**config.mk**
```make
export PLATFORM = sky130hd
export DESIGN_NAME = feature_frame_accum
export DESIGN_NICKNAME = d
export VERILOG_FILES = /design/src/rtl/feature_frame_accum.sv
export SDC_FILE = /design/constraint.sdc
export NUM_CORES = 1
export LEC_CHECK = 0
export ABC_AREA = 1
export CORE_MARGIN = 5
export CORE_UTILIZATION = 30
export CTS_CLUSTER_SIZE = 10
export DETAILED_ROUTE_END_ITERATION = 10
export DONT_BUFFER_PORTS = 1
export SLEW_MARGIN = 25
export SYNTH_ARGS = -nofsm -noshare
export SYNTH_HDL_FRONTEND = slang
export SYNTH_SLANG_ARGS = --single-unit
```
**constraint.sdc**
```tcl
create_clock -name OSC_27 -period 4.4 [get_ports OSC_27]
set_input_delay 0.22 -clock OSC_27 [delete_from_list [all_inputs] [get_ports OSC_27]]
set_output_delay 0.22 -clock OSC_27 [all_outputs]
set_load 0.01 [all_outputs]
```
**src/rtl/feature_frame_accum.sv**
```systemverilog
`default_nettype none
// ============================================================================
//  Module   : feature_frame_accum
//  Purpose  : Per-channel windowed pixel-hit counter with frame-boundary latch,
//             threshold/hysteresis found flags and last-hit coordinates.
//             Optional FEATURE_BBOX_EN adds per-channel bounding-box outputs.
//  Revision : 1.0  initial release
// ============================================================================
module feature_frame_accum #(
    parameter int unsigned NUM_CH      = 4,
    parameter int unsigned CNT_W       = 12,
    parameter int unsigned X_MIN       = 0,
    parameter int unsigned X_MAX       = 640,
    parameter int unsigned Y_MAX       = 479,
    parameter int unsigned THRESH      = 1,
    parameter int unsigned HOLD_FRAMES = 2
) (
    input  logic                    OSC_27,
    input  logic                    RESET_N,
    input  logic                    Shift_En,
    input  logic [9:0]              VGA_X,
    input  logic [9:0]              VGA_Y,
    input  logic [NUM_CH-1:0]       det,
    output logic [NUM_CH*CNT_W-1:0] frame_count,
    output logic [NUM_CH-1:0]       found,
    output logic [NUM_CH*10-1:0]    hit_x,
    output logic [NUM_CH*10-1:0]    hit_y,
    output logic [NUM_CH-1:0]       hit_valid,
    output logic                    new_frame
`ifdef FEATURE_BBOX_EN
    ,
    output logic [NUM_CH*10-1:0]    bbox_xmin,
    output logic [NUM_CH*10-1:0]    bbox_xmax,
    output logic [NUM_CH*10-1:0]    bbox_ymin,
    output logic [NUM_CH*10-1:0]    bbox_ymax
`endif
);

    localparam logic [CNT_W-1:0] c_CNT_MAX  = '1;
    localparam logic [CNT_W-1:0] c_THRESH   = CNT_W'(THRESH);
    localparam logic [10:0]      c_X_MIN    = 11'(X_MIN);
    localparam logic [10:0]      c_X_MAX    = 11'(X_MAX);
    localparam logic [10:0]      c_Y_MAX    = 11'(Y_MAX);
    localparam logic [3:0]       c_HOLD_MAX = 4'd15;
    localparam logic [3:0]       c_HOLD_LIM = 4'(HOLD_FRAMES);
`ifdef FEATURE_BBOX_EN
    localparam logic [9:0]       c_MIN_RST  = 10'd1023;
`endif

    logic w_boundary;
    logic w_in_win;
    logic w_qual;
    logic new_frame_q;

    // (0,0) is deliberately not the boundary; the latch happens one pixel in.
    assign w_boundary = Shift_En && (VGA_X == 10'd1) && (VGA_Y == 10'd1);
    assign w_in_win   = ({1'b0, VGA_X} > c_X_MIN) && ({1'b0, VGA_X} < c_X_MAX) &&
                        ({1'b0, VGA_Y} < c_Y_MAX);
    assign w_qual     = Shift_En && !w_boundary && w_in_win;

    always_ff @(posedge OSC_27 or negedge RESET_N) begin
        if (!RESET_N) new_frame_q <= 1'b0;
        else          new_frame_q <= w_boundary;
    end
    assign new_frame = new_frame_q;

    for (genvar c = 0; c < NUM_CH; c++) begin : g_ch
        logic             w_hit;
        logic [CNT_W-1:0] acc_q, acc_d, fc_q, fc_d;
        logic [9:0]       run_x_q, run_x_d, run_y_q, run_y_d;
        logic [9:0]       hx_q, hx_d, hy_q, hy_d;
        logic             run_v_q, run_v_d, hv_q, hv_d, found_q, found_d;
        logic [3:0]       hold_q, hold_d, w_hold_inc;
`ifdef FEATURE_BBOX_EN
        logic [9:0]       mnx_q, mnx_d, mxx_q, mxx_d, mny_q, mny_d, mxy_q, mxy_d;
        logic [9:0]       bxn_q, bxn_d, bxx_q, bxx_d, byn_q, byn_d, byx_q, byx_d;
`endif

        assign w_hit = w_qual && det[c];

        always_comb begin
            acc_d      = acc_q;
            fc_d       = fc_q;
            run_x_d    = run_x_q;
            run_y_d    = run_y_q;
            run_v_d    = run_v_q;
            hx_d       = hx_q;
            hy_d       = hy_q;
            hv_d       = hv_q;
            found_d    = found_q;
            hold_d     = hold_q;
            w_hold_inc = (hold_q == c_HOLD_MAX) ? hold_q : hold_q + 4'd1;
`ifdef FEATURE_BBOX_EN
            mnx_d = mnx_q;  mxx_d = mxx_q;  mny_d = mny_q;  mxy_d = mxy_q;
            bxn_d = bxn_q;  bxx_d = bxx_q;  byn_d = byn_q;  byx_d = byx_q;
`endif
            if (w_boundary) begin
                fc_d    = acc_q;
                hx_d    = run_x_q;
                hy_d    = run_y_q;
                hv_d    = run_v_q;
                acc_d   = '0;
                run_x_d = '0;
                run_y_d = '0;
                run_v_d = 1'b0;
                // Hysteresis judges the count being latched, not the new frame.
                if (acc_q > c_THRESH) begin
                    found_d = 1'b1;
                    hold_d  = 4'd0;
                end else begin
                    hold_d = w_hold_inc;
                    if (w_hold_inc >= c_HOLD_LIM) found_d = 1'b0;
                end
`ifdef FEATURE_BBOX_EN
                bxn_d = mnx_q;  bxx_d = mxx_q;  byn_d = mny_q;  byx_d = mxy_q;
                mnx_d = c_MIN_RST;  mxx_d = '0;  mny_d = c_MIN_RST;  mxy_d = '0;
`endif
            end else if (w_hit) begin
                if (acc_q != c_CNT_MAX) acc_d = acc_q + 1'b1;
                run_x_d = VGA_X;
                run_y_d = VGA_Y;
                run_v_d = 1'b1;
`ifdef FEATURE_BBOX_EN
                if (VGA_X < mnx_q) mnx_d = VGA_X;
                if (VGA_X > mxx_q) mxx_d = VGA_X;
                if (VGA_Y < mny_q) mny_d = VGA_Y;
                if (VGA_Y > mxy_q) mxy_d = VGA_Y;
`endif
            end
        end

        always_ff @(posedge OSC_27 or negedge RESET_N) begin
            if (!RESET_N) begin
                acc_q   <= '0;
                fc_q    <= '0;
                run_x_q <= '0;
                run_y_q <= '0;
                run_v_q <= 1'b0;
                hx_q    <= '0;
                hy_q    <= '0;
                hv_q    <= 1'b0;
                found_q <= 1'b0;
                hold_q  <= 4'd0;
`ifdef FEATURE_BBOX_EN
                mnx_q <= c_MIN_RST;  mxx_q <= '0;  mny_q <= c_MIN_RST;  mxy_q <= '0;
                bxn_q <= c_MIN_RST;  bxx_q <= '0;  byn_q <= c_MIN_RST;  byx_q <= '0;
`endif
            end else begin
                acc_q   <= acc_d;
                fc_q    <= fc_d;
                run_x_q <= run_x_d;
                run_y_q <= run_y_d;
                run_v_q <= run_v_d;
                hx_q    <= hx_d;
                hy_q    <= hy_d;
                hv_q    <= hv_d;
                found_q <= found_d;
                hold_q  <= hold_d;
`ifdef FEATURE_BBOX_EN
                mnx_q <= mnx_d;  mxx_q <= mxx_d;  mny_q <= mny_d;  mxy_q <= mxy_d;
                bxn_q <= bxn_d;  bxx_q <= bxx_d;  byn_q <= byn_d;  byx_q <= byx_d;
`endif
            end
        end

        assign frame_count[c*CNT_W +: CNT_W] = fc_q;
        assign hit_x[c*10 +: 10]             = hx_q;
        assign hit_y[c*10 +: 10]             = hy_q;
        assign hit_valid[c]                  = hv_q;
        assign found[c]                      = found_q;
`ifdef FEATURE_BBOX_EN
        assign bbox_xmin[c*10 +: 10] = bxn_q;
        assign bbox_xmax[c*10 +: 10] = bxx_q;
        assign bbox_ymin[c*10 +: 10] = byn_q;
        assign bbox_ymax[c*10 +: 10] = byx_q;
`endif
    end

endmodule
`default_nettype wire
```
==> out/results.txt, run 1 <==
The maximum frequency from static timing analysis was 400 MHz; the via count of the first global-routing pass was 9554. STA classifies the critical path endpoint as a register. The pre-antenna-repair detailed-routing pass consisted of 5 iterations. The completed layout was analyzed and its total power is 6.44 mW. The logs give 24.4 mm for the detailed placement HPWL and 9911 for the total vias in the final route. The run gives 0 as the antenna violation net count after detailed routing.

The commonest cells after synthesis are nand2_1, dfrtp_1, o21ai_0. The clock reaches the later pin of the worst-skew pair after 0.55 ns. Counting cells, the worst reg-to-reg path comes to 7. The peak fanout along the critical path is 13. The cell type group with the largest total delay on the critical path was simple AND/OR/NAND/NOR gates.

In this run, the number of DRC markers left after iteration 0 of detailed routing was 908. Once routing completed, OpenROAD measured the worst setup slack at 1.90 ns. Yosys attributes the largest share of cell area to dfrtp_1, nand2_1, o21ai_0.

Together, buffers and inverters on the worst path number 0. The transition time of the tightest slew-check pin is 0.809 ns. The run gives 1.77 mW as the switching power total. The sort of element at the start of the critical path was a register.

The run gives 285 as the final count of hold timing violations. The max-slew violation count was 0. The worst-case headroom to the max-slew limit was 0.460; the proportion of layout cells with a drive suffix above 1 was 0.0523.

The flow ran to the end, but the final reports show violations. Internal power comes to 4.66 mW. For this design, the CTS-stage hold fixing added 22 buffers. The run gives 0.555 as the share of synthesized area occupied by flip-flops and latches. No sink is reached through more buffers than the 3 on the longest clock path.

The switching share of total power was 0.275; the part of the total power dissipated in the clock network was 0.423. The cell accounting for the most synthesized area was dfrtp_1. The logs give 286 for the pin count of the biggest net entering global routing and 0 for the number of setup buffers added after CTS. The tools report the worst slack on hold paths as -0.618 ns. In this run the critical register-to-register path is launched from g_ch[2].acc_q[0]. The number of nets handed over by synthesis was 1568.

The number of library cell types mapped by synthesis was 34. Once placement completed, the tool counted placed cells totaling 1995. After layout, the minimum clock period comes to 2.50 ns.

The post-CTS clock slew at the launch and capture registers of the worst setup and hold paths came out at 0.06 ns. For the global-route met1 utilization, the log shows 0.214. The final period utilization was 0.568.

The run gives 285 as the number of sinks handled by clock tree synthesis. The synthesized design contains 0 enable-type register cells. Standby leakage power: 7.04 nW. Kind of path behind the tightest hold check: in2async. The final reports fail on hold timing.

Async set-or-reset flop fraction in the synthesized netlist: 1.00. The tools report the gate count after technology mapping as 1524. Using the TritonRoute via totals, the vias-per-cell ratio works out to 4.79. The clock skew after layout came out at 0.0143 ns. In the routed design, unresolved DRC markers number 0. Main flop type after synthesis: dfrtp_1. For the initial core utilization, the log shows 0.305.

The critical path goes through ha_1, nand2_1, nor3_2, nand4_1, nand2_1, nand2_1, nand2_1. TritonCTS built the clock tree. The cell area power density was 447 nW/um^2; the number of antenna violations at the first check in global routing was 0. Across the VDD grid, the largest voltage drop is 222 uV.

The average wire length per cell after detail routing is 17.8 um. In this run the cell area of the synthesized design comes to 12800 um^2. The total of endpoints with negative setup slack in the final report was 0; the standard-cell row count was 75. The clock buffer count from CTS was 36; the longest individual stage delay on the worst path was 0.59 ns. At the worst endpoint, the required time is 4.89 ns.

Setup repair after global routing left no endpoint under its margin. The mean post-synth cell area was 8.43 um^2; the count of maximum capacitance violations was 0. The relative contribution of sequential cells to total power came out at 0.468. The number of cells on the critical path was 7. Buffer cell driving the clock tree root: clkbuf_16.

The tools report the setup slack at placement as 1.82 ns. Leading cell type by number of instances after synthesis: nand2_1. The synthesized design contains 285 register bits. The area of the die is 47100 um^2.

The met3 track demand over resource is 0.0442, and the height of the chip is 217 um. The final setup TNS is 0 ns, and the synthesis-to-layout area growth is 12.2%. Portion of total power attributed to combinational logic: 0.109. The worst-path cell with the longest stage delay is nand2_1. After clock tree synthesis, the repair step resized 0 gates.

The count of cells in the finished layout, fillers not included, comes to 2069. For the met2 track demand over resource, the log shows 0.233. In this design, the critical path's most frequently occurring cell is nand2_1.

For the detailed-route wire length, the log shows 36.7 mm. The first global-routing pass estimated 57.7 mm of wire. In this run the horizontal extent of the chip is 217 um.

The core region is 42100 um^2. At the worst endpoint, the arrival time is 2.98 ns. For this run the aggregate overflow at the end of global routing stands at 0.

The proportion of netlist area held by the largest area contributor was 0.555; the count of nets after finishing was 1560. For the routability congestion estimate from global placement, the log shows 0.855. The number of antenna diodes in the final layout is 0.

Port buffering added 0 buffers. The tools report the number of top-level pins as 164. met2 is the most crowded layer. The total track usage is 0.155. The critical path starts at g_ch[2].acc_q[0].

The post-layout utilization of the core came out at 0.342. The worst setup path is of the reg2reg kind. The Yosys step of the flow raised 0 warnings. In this run the number of H-tree levels came out at 2.
## flip-flops by register name, indices dropped and copies added (netlist names), 16 cells and up
signal,cells
g_ch.run_x_q,40
g_ch.hold_q,16
g_ch.acc_q,48
g_ch.hx_q,40
g_ch.fc_q,48
g_ch.run_y_q,40
g_ch.hy_q,40
## worst paths after layout
| path | to | slack (ns) |
|---|---|---|
| max | g_ch[2].acc_q[2] | 1.90 |
| min | g_ch[0].hx_q[4] | -0.62 |
| max reg2reg | g_ch[2].acc_q[2] | 1.90 |
| min reg2reg | g_ch[2].run_y_q[9] | 0.48 |
| max in group asynchronous | g_ch[3].fc_q[4] | 4.65 |
| min in group OSC_27 | g_ch[1].run_v_q | 0.02 |
## layout make-up
type	instances	area, um^2
multi-input cells	993	4630
well taps	539	674
fillers	4266	27700
clock inverters	6	62.6
flip-flops and latches	285	7130
clock buffers	46	980
inverters	168	631
repair buffers	32	295
## per-stage QoR
stage / cell area, um^2 / hold slack (ns)
global route: 14400 / -0.644
global placement: 13100 / -0.0617
detailed placement: 13100 / -0.0620
CTS: 14400 / -0.665
floorplan: 12800 / -0.0756
finish: 14400 / -0.618
## metal layers
metal | wire length [um] | vias up
li1 | - | 4831
met1 | 16600 | 4731
met2 | 16300 | 292
met3 | 2700 | 57
met4 | 1150 | 0
met5 | 0 | -
## kinds of logic after synthesis
| kind of cell | share of synthesized area |
|---|---|
| AOI/OAI and AO/OA | 0.102 |
| xor gates and xnor gates | 0.00477 |
| adders and majority gates | 0.0166 |
| buffers and inverters | 0.0851 |
| DFF | 0.555 |
| and+or+nand+nor | 0.236 |
## power by group through the flow
stage	sequential (mW)	clock, mW	combinational, mW
finish	3.01	2.72	0.702
global route	3.04	2.91	0.812
detailed placement	3.06	0	0.667
CTS	3.01	2.81	0.703
floorplan	3.00	0	0.508
global placement	3.05	0	0.653
## worst register-to-register path, stage by stage, from the launching register on
cell and delay [ns]:
dfrtp_1 0.40, ha_1 0.18, nand2_1 0.13, nor3_2 0.39
nand4_1 0.55, nand2_1 0.59, nand2_1 0.11, nand2_1 0.08
## cells in the final DEF (no fill, tap or decap), drive strengths merged, types with 2 or more instances in the layout
cell type | synthesis | layout
nor3 | 24 | 24
nand3 | 112 | 112
o21ai | 220 | 220
clkinv | 0 | 3
o22ai | 3 | 3
clkbuf | 17 | 46
a31oi | 2 | 2
nand2 | 456 | 456
xor2 | 6 | 6
and3 | 2 | 2
dlygate4sd3 | 0 | 22
ha | 17 | 17
or2 | 8 | 8
nor4 | 4 | 4
nand3b | 5 | 5
inv | 168 | 170
nand4 | 16 | 16
buf | 61 | 10
dfrtp | 285 | 285
o21bai | 5 | 5
a21oi | 17 | 17
nor3b | 2 | 2
nor2 | 90 | 90
Power figures use the tool's default switching activity.
==> run 2, diff against run 1 <==
==> constraint.sdc (replaced) <==
create_clock -name OSC_27 -period 2.6 [get_ports OSC_27]
set_input_delay 0.13 -clock OSC_27 [delete_from_list [all_inputs] [get_ports OSC_27]]
set_output_delay 0.13 -clock OSC_27 [all_outputs]
set_load 0.01 [all_outputs]
==> run 2 against run 1 <==
The run still ends with hold timing left. Clock-buffer cell count decreased by 1. Maximum frequency increased by 21%. Critical endpoint is now g_ch[1].acc_q[10]. Routed wire length increased by 0.25%. Combinational power increased by 68%. Cell count increased by 0.48%. Sequential cell count unchanged.
==> out/results.txt, run 2 (same netlist as run 1, synthesis figures left out) <==
Sort of element at the start of the critical path: a register. Detailed-route wire length: 36.8 mm (+0.25%). The routability congestion estimate from global placement is 0.878 (+2.7%). The number of cell instances on the worst register-to-register path works out to 9 (+2). For the area of the core region, the log shows 42100 um^2 (unchanged). The antenna violation net count after detailed routing was 0 (unchanged).

The transition time of the tightest slew-check pin works out to 0.728 ns (-0.0805 ns). The run finished, with violations left. The post-route standard cell area excluding fillers is 14500 um^2 (+0.67%). In this run the critical register-to-register path is launched from g_ch[1].acc_q[0]. The number of port buffers was 0 (unchanged); the maximum buffer depth of the clock tree was 3 (unchanged). The run gives 7.10 nW (+0.85%) as the standby leakage power.

The largest registers in the layout are g_ch.acc_q x48, g_ch.fc_q x48. For the number of antenna violations at the first check in global routing, the log shows 0 (unchanged). The height of the chip is 217 um (unchanged).

The run gives 0.305 (unchanged) as the initial core utilization. The area of the die is 47100 um^2 (unchanged). The tools report the total global routing overflow as 0 (unchanged).

The logs give 286 (unchanged) for the pin count of the biggest net entering global routing and 0 ns (unchanged) for the final setup TNS. The worst-case headroom to the max-slew limit came out at 0.511 (+0.0514). The required time at the worst-slack endpoint came out at 3.07 ns (-1.82 ns).

The worst reg2reg path endpoint was g_ch[1].acc_q[10]. The width of the die works out to 217 um (unchanged). The run gives 0 (unchanged) as the total of endpoints with negative setup slack in the final report.

The number of hold buffers added after cts is 23 (+4.5%), and the peak fanout along the critical path is 13 (unchanged). The post-CTS clock slew at the launch and capture registers of the worst setup and hold paths works out to 0.05 ns (about the same). The via count of the first global-routing pass came out at 9702 (+1.5%).

For the clock network latency to the later pin of the worst-skew pair, the log shows 0.54 ns (about the same). The proportion of layout cells with a drive suffix above 1 was 0.0584 (+0.00615); the setup slack of the most critical reg-to-reg path was 0.53 ns (-1.37 ns). The number of DRC violations after detailed-routing iteration 0 was 852 (-6.2%); the final period utilization was 0.795 (+0.227).

The checks that failed: hold timing. The average wire length per cell after detail routing came out at 17.7 um (-0.23%). The worst setup path category was reg2reg. The antenna diode count was 0 (unchanged). The tools report the kind of end point of the critical path as a register. Leaving out fill and tap cells, the most frequent cell in the layout is nand2_1. The maximum level of the CTS H-tree was 2 (unchanged). The logs give 0 (unchanged) for the count of cells resized by post-cts repair and 24.5 mm (+0.35%) for the detailed placement HPWL. The count of nets after finishing was 1571 (+0.71%).

Total vias in the final route: 9953 (+0.42%). The standard-cell row count is 75 (unchanged). The clock buffer count from CTS is 36 (unchanged). The run gives 2.54 ns (-0.44 ns) as the arrival time reported for the critical path endpoint. The logs give 13200 um^2 (+0.67%) for the placed instance area and 285 (unchanged) for the number of sinks handled by clock tree synthesis. The clock skew after layout was 0.0114 ns (-0.00292 ns). For the final count of hold timing violations, the log shows 285 (unchanged).

TritonCTS built the clock tree. The buffer cell driving the clock tree root is clkbuf_16. The detailed-router iteration count before antenna repair was 6 (+1); the global-route wire length before repair was 57.9 mm (+0.29%). The top cell types in the final layout, fill and taps aside, are nand2_1, dfrtp_1, o21ai_0. The synthesis-to-layout area growth is 12.9%, and the worst slack on hold paths is -0.700 ns (-0.0816 ns). The run gives 164 (unchanged) as the number of top-level pins. In this run the worst hold path is classified as in2async. The largest vdd supply drop was 417 uV (+88%). The mean number of vias per cell works out to 4.79 (about the same).

The count of maximum capacitance violations came out at 0 (unchanged). The tools report the number of DRC violations after detailed routing as 0 (unchanged). The cell area power density is 746 nW/um^2 (+67%).

The maximum frequency from static timing analysis is 484 MHz (+21%), and the max-slew violation count is 0 (unchanged). The total track usage was 0.155 (+0.000340). The final period demand of the worst path works out to 2.07 ns (-0.433 ns). Setup repair after global routing left no endpoint under its margin.
==> run 2: cell types whose count changed in the layout (fill, tap and decap cells not counted) <==
| cell | change |
|---|---|
| inv_6 | +2 |
| clkbuf_1 | -1 |
| inv_16 | -2 |
| clkinv_2 | -1 |
| buf_4 | +9 |
| dlygate4sd3_1 | +1 |
| bufinv_16 | +1 |
| buf_12 | +1 |
==> run 2: cell type report <==
| cell class | instances | area, um^2 |
|---|---|---|
| tap | 539 | 674 |
| clock inverter | 6 | 65.1 |
| fill | 4291 | 27600 |
| inverter | 168 | 631 |
| sequential | 285 | 7130 |
| clock buffer | 45 | 976 |
| timing repair buffer | 43 | 393 |
| multi-input combinational | 993 | 4630 |
==> run 2: routing by layer <==
metal / GRT usage / share of wire / up-vias
met4: 0.0573 / 0.036 / 0
li1: - / - / 4848
met2: 0.235 / 0.44 / 328
met3: 0.0457 / 0.075 / 81
met5: 0 / 0 / -
met1: 0.212 / 0.45 / 4696
==> run 2: report_power, final <==
group	total (mW)	leakage, nW	switching, mW	internal (mW)
Combinational	1.18	2.82	0.764	0.413
Sequential	5.08	3.77	0.250	4.83
Clock	4.56	0.509	1.84	2.72
==> run 2: how the worst max path moves through the flow <==
stage,start,endpoint,slack [ns],cells past startpoint
2_1_floorplan,g_ch[0].acc_q[0],g_ch[0].acc_q[11],0.98,8
3_5_place_dp,VGA_X[2],g_ch[1].acc_q[1],0.41,9
6_report,g_ch[1].acc_q[0],g_ch[1].acc_q[10],0.53,9
5_1_grt,g_ch[1].acc_q[0],g_ch[1].acc_q[7],0.26,9
4_1_cts,g_ch[1].acc_q[0],g_ch[1].acc_q[1],0.53,9
3_3_place_gp,VGA_X[2],g_ch[1].acc_q[3],0.43,9
==> run 2: worst max-delay path, stage by stage (launching register included) <==
cell and delay, ns:
dfrtp_1 0.40, ha_1 0.18, nand2_1 0.12, nor3_2 0.31, nand2_1 0.12, nor2_1 0.12
nand2_2 0.19, nand2_1 0.38, nand2_1 0.09, nand2_1 0.08
==> run 2: timing repair <==
item,CTS,global route
endpoints found under the setup margin,0,0
hold endpoints to repair,365,285
setup buffers,0,0
==> run 2: through the flow <==
step | utilization | total power, mW | setup WS, ns | instances
2_1_floorplan | - | 5.93 | 0.981 | 1524
3_3_place_gp | 0.314 | 6.24 | 0.426 | 2005
3_5_place_dp | 0.314 | 6.27 | 0.410 | 2005
4_1_cts | 0.344 | 11.0 | 0.530 | 2079
5_1_grt | 0.344 | 11.4 | 0.263 | 2079
6_report | 0.344 | 10.8 | 0.533 | 2079
==> run 3, diff against run 2 <==
==> constraint.sdc (replaced) <==
create_clock -name OSC_27 -period 1.85 [get_ports OSC_27]
set_input_delay 0.0925 -clock OSC_27 [delete_from_list [all_inputs] [get_ports OSC_27]]
set_output_delay 0.0925 -clock OSC_27 [all_outputs]
set_load 0.01 [all_outputs]
==> run 3 against run 2 <==
The flow still finishes with violations (hold timing). Power rose by 45%. Cell area rose by 2.3%. Clock power rose by 48%. Critical path depth did not move. Sequential cell count did not move. First-iteration DRC count rose by 5.0%. Global-route usage rose by 0.11 points. Die area did not move. Clock skew rose by 0.00093 ns. Via count rose by 1.8%. Non-clock buffer count rose by 20. Largest cell class unchanged.
==> out/results.txt, run 3 (same netlist as run 1, synthesis figures left out) <==
STA classifies the critical path startpoint as a register. For the final count of hold timing violations, the log shows 285 (unchanged). The count of buffer and inverter cells on the critical path was 1 (+1); the cell area power density was 1060 nW/um^2 (+42%). The final period demand of the worst path came out at 1.68 ns (-0.390 ns). The average wire length per cell after detail routing came out at 17.6 um (-0.38%). The run gives 1592 (+1.3%) as the count of nets after finishing. The post-CTS clock slew at the launch and capture registers of the worst setup and hold paths was 0.06 ns (about the same); the number of port buffers was 0 (unchanged).

Leaving out fill and tap cells, the most frequent cell in the layout is nand2_1. For the final setup TNS, the log shows 0 ns (unchanged). Standard-cell row count: 75 (unchanged). The area used by multi-input combinational logic came out at 4650 um^2 (+0.32%).

The total track usage is 0.156 (+0.00108), and the clock buffer count from CTS is 37 (+2.8%). The met3 track demand over resource was 0.0388 (-0.00695). TritonCTS built the clock tree.

The count of maximum capacitance violations was 0 (unchanged). Number of cell instances on the worst register-to-register path: 9 (unchanged). The kind of path behind the tightest hold check was in2async. The run gives 164 (unchanged) as the number of top-level pins.

The number of hold buffers added after cts is 23 (unchanged), and the largest vdd supply drop is 509 uV (+22%). The number of antenna violations at the first check in global routing was 2 (+2); the number of setup buffers added after CTS was 0 (unchanged). The worst setup path is captured at a register. The logs give 0 (unchanged) for the number of DRC violations after detailed routing and 2.27 ns (-0.80 ns) for the required time at the worst-slack endpoint. The worst setup path is of the reg2reg kind. Maximum frequency from static timing analysis: 597 MHz (+23%). Height of the chip: 217 um (unchanged). In the final layout, the registers with the most flip-flops are g_ch.acc_q x48, g_ch.fc_q x48. The run gives 0.212 (about the same) as the global-route met1 utilization. The area of the die is 47100 um^2 (unchanged). The final period utilization works out to 0.906 (+0.111). Max-slew violation count: 0 (unchanged). The highest-utilization routing layer at the global route stage is met2. The initial core utilization came out at 0.305 (unchanged). The cell that appears most often on the critical path is nand2_1. The clock skew after layout was 0.0123 ns (+0.000928 ns); the via count of the first global-routing pass was 9731 (+0.30%). The standby leakage power is 7.27 nW (+2.5%), and the antenna violation net count after detailed routing is 0 (unchanged).

The run gives 0.352 (+0.00805) as the post-layout utilization of the core. CTS placed an instance of clkbuf_16 at the clock tree root. The number of DRC violations after detailed-routing iteration 0 was 895 (+5.0%). Area of the core region: 42100 um^2 (unchanged). From synthesis to final layout, the design area changed by 15.5%. The run gives 0.874 (-0.51%) as the routability congestion estimate from global placement. The clock network latency to the later pin of the worst-skew pair is 0.54 ns (about the same).

The mean number of vias per cell is 4.81 (+0.57%), and the transition time of the tightest slew-check pin is 0.650 ns (-0.0777 ns). The logs give 286 (unchanged) for the pin count of the biggest net entering global routing and 0 (unchanged) for the total of endpoints with negative setup slack in the final report. The met2 track demand over resource came out at 0.244 (+0.00975).

The arrival time reported for the critical path endpoint is 2.10 ns (-0.44 ns). The detailed-route wire length came out at 37.1 mm (+0.82%). The tools report the worst reg2reg path endpoint as g_ch[1].acc_q[4]. The run gives 4286 (-0.12%) as the count of filler cells inserted in the layout.

For the maximum buffer depth of the clock tree, the log shows 3 (unchanged). The launching point of the worst reg2reg path was g_ch[1].acc_q[0]. Total global routing overflow: 0 (unchanged). The logs give 10100 (+1.8%) for the total vias in the final route and 25.0 mm (+1.9%) for the detailed placement HPWL. The logs give 7130 um^2 (about the same) for the register cell area after layout and 285 (unchanged) for the number of sinks handled by clock tree synthesis.

The setup slack at placement is 0.121 ns (-0.289 ns), and the width of the die is 217 um (unchanged). The tools report the setup slack after layout as 0.174 ns (-0.360 ns). Worst-case headroom to the max-slew limit: 0.566 (+0.0555). The flow ran to the end, but the final reports show violations. The cell family contributing the most delay on the critical path is simple AND/OR/NAND/NOR gates.

The checks that failed: hold timing. Traced cell by cell, the critical path runs through ha_1, nand2_1, nor3_2, nand2_1, nor2_1, nand2_2, buf_4, nand3_1, nand2_1. The proportion of layout cells with a drive suffix above 1 was 0.0767 (+0.0183). The run gives 2 (unchanged) as the maximum level of the CTS H-tree.

Setup repair after global routing left no endpoint under its margin. Leaving out fill and tap cells, the most frequent cells in the layout are nand2_1, dfrtp_1, o21ai_0. The detailed-router iteration count before antenna repair was 5 (-1).

The setup slack of the most critical reg-to-reg path came out at 0.17 ns (-0.36 ns). For the worst slack on hold paths, the log shows -0.739 ns (-0.0389 ns). The run gives 58.4 mm (+0.97%) as the global-route wire length before repair. The peak fanout along the critical path works out to 8 (-5). For this design, the slowest cell found on the critical path is dfrtp_1. The longest individual stage delay on the worst path works out to 0.40 ns (about the same).
run 3: cell types whose count changed in the layout (fill, tap and decap cells not counted), moves of 2 or more:
cell / delta
clkinv_2: +4
nand2_1: -2
nor3_2: +2
buf_4: +13
nor3_1: -2
buf_12: +7
nand2_2: +2
inv_6: -2
run 3: metal layers:
metal  up-vias  part of all wire
met5         -           0.00035
met4         2             0.032
met3        77             0.065
met2       276              0.46
met1      4890              0.45
li1       4885                 -
run 3: cell type report:
class / instances / share of cell area
Inverter: 168 / 0.0425
Tap cell: 539 / 0.0454
Sequential cell: 285 / 0.481
Timing Repair Buffer: 63 / 0.0425
Antenna cell: 1 / 0.000169
Clock inverter: 10 / 0.00851
Multi-Input combinational cell: 993 / 0.313
Clock buffer: 45 / 0.0672
run 3: repair_timing:
action | 4_1_cts | 5_1_grt
endpoints found under the setup margin | 0 | 32
resized for setup | 0 | 5
endpoints found under the hold margin | 366 | 285
run 3: per-stage QoR:
step	power (mW)	cells	hold WS [ns]	area [um^2]
5_1_grt	16.5	2103	-0.768	14800
6_report	15.7	2104	-0.739	14800
3_3_place_gp	8.85	2025	-0.187	13500
4_1_cts	16.0	2103	-0.783	14800
2_1_floorplan	8.34	1524	-0.203	12800
3_5_place_dp	8.91	2025	-0.188	13500
run 3: power breakdown:
part | leakage, nW | internal (mW) | switching, mW
clock network | 0.557 | 4.08 | 2.69
registers | 3.76 | 6.79 | 0.320
logic | 2.95 | 0.674 | 1.12
total | 7.27 | 11.5 | 4.13
run 3: worst max path at each step:
stage,slack (ns),cells past startpoint,to,start
floorplan,0.23,8,g_ch[0].acc_q[11],g_ch[0].acc_q[0]
global placement,0.14,9,g_ch[1].acc_q[4],g_ch[1].acc_q[0]
detailed placement,0.12,7,g_ch[2].acc_q[9],VGA_Y[5]
CTS,0.1,9,g_ch[1].acc_q[4],g_ch[1].acc_q[0]
global route,0.002,7,g_ch[2].acc_q[11],g_ch[2].acc_q[1]
finish,0.17,9,g_ch[1].acc_q[4],g_ch[1].acc_q[0]
run 3: worst reg2reg max path: cells and delay by family (launching register included):
family,cells,cell delay [ns]
flip-flops,1,0.40
AND/OR/NAND/NOR,7,0.79
buffers and inverters,1,0.21
adder cells (fa/ha/maj),1,0.18
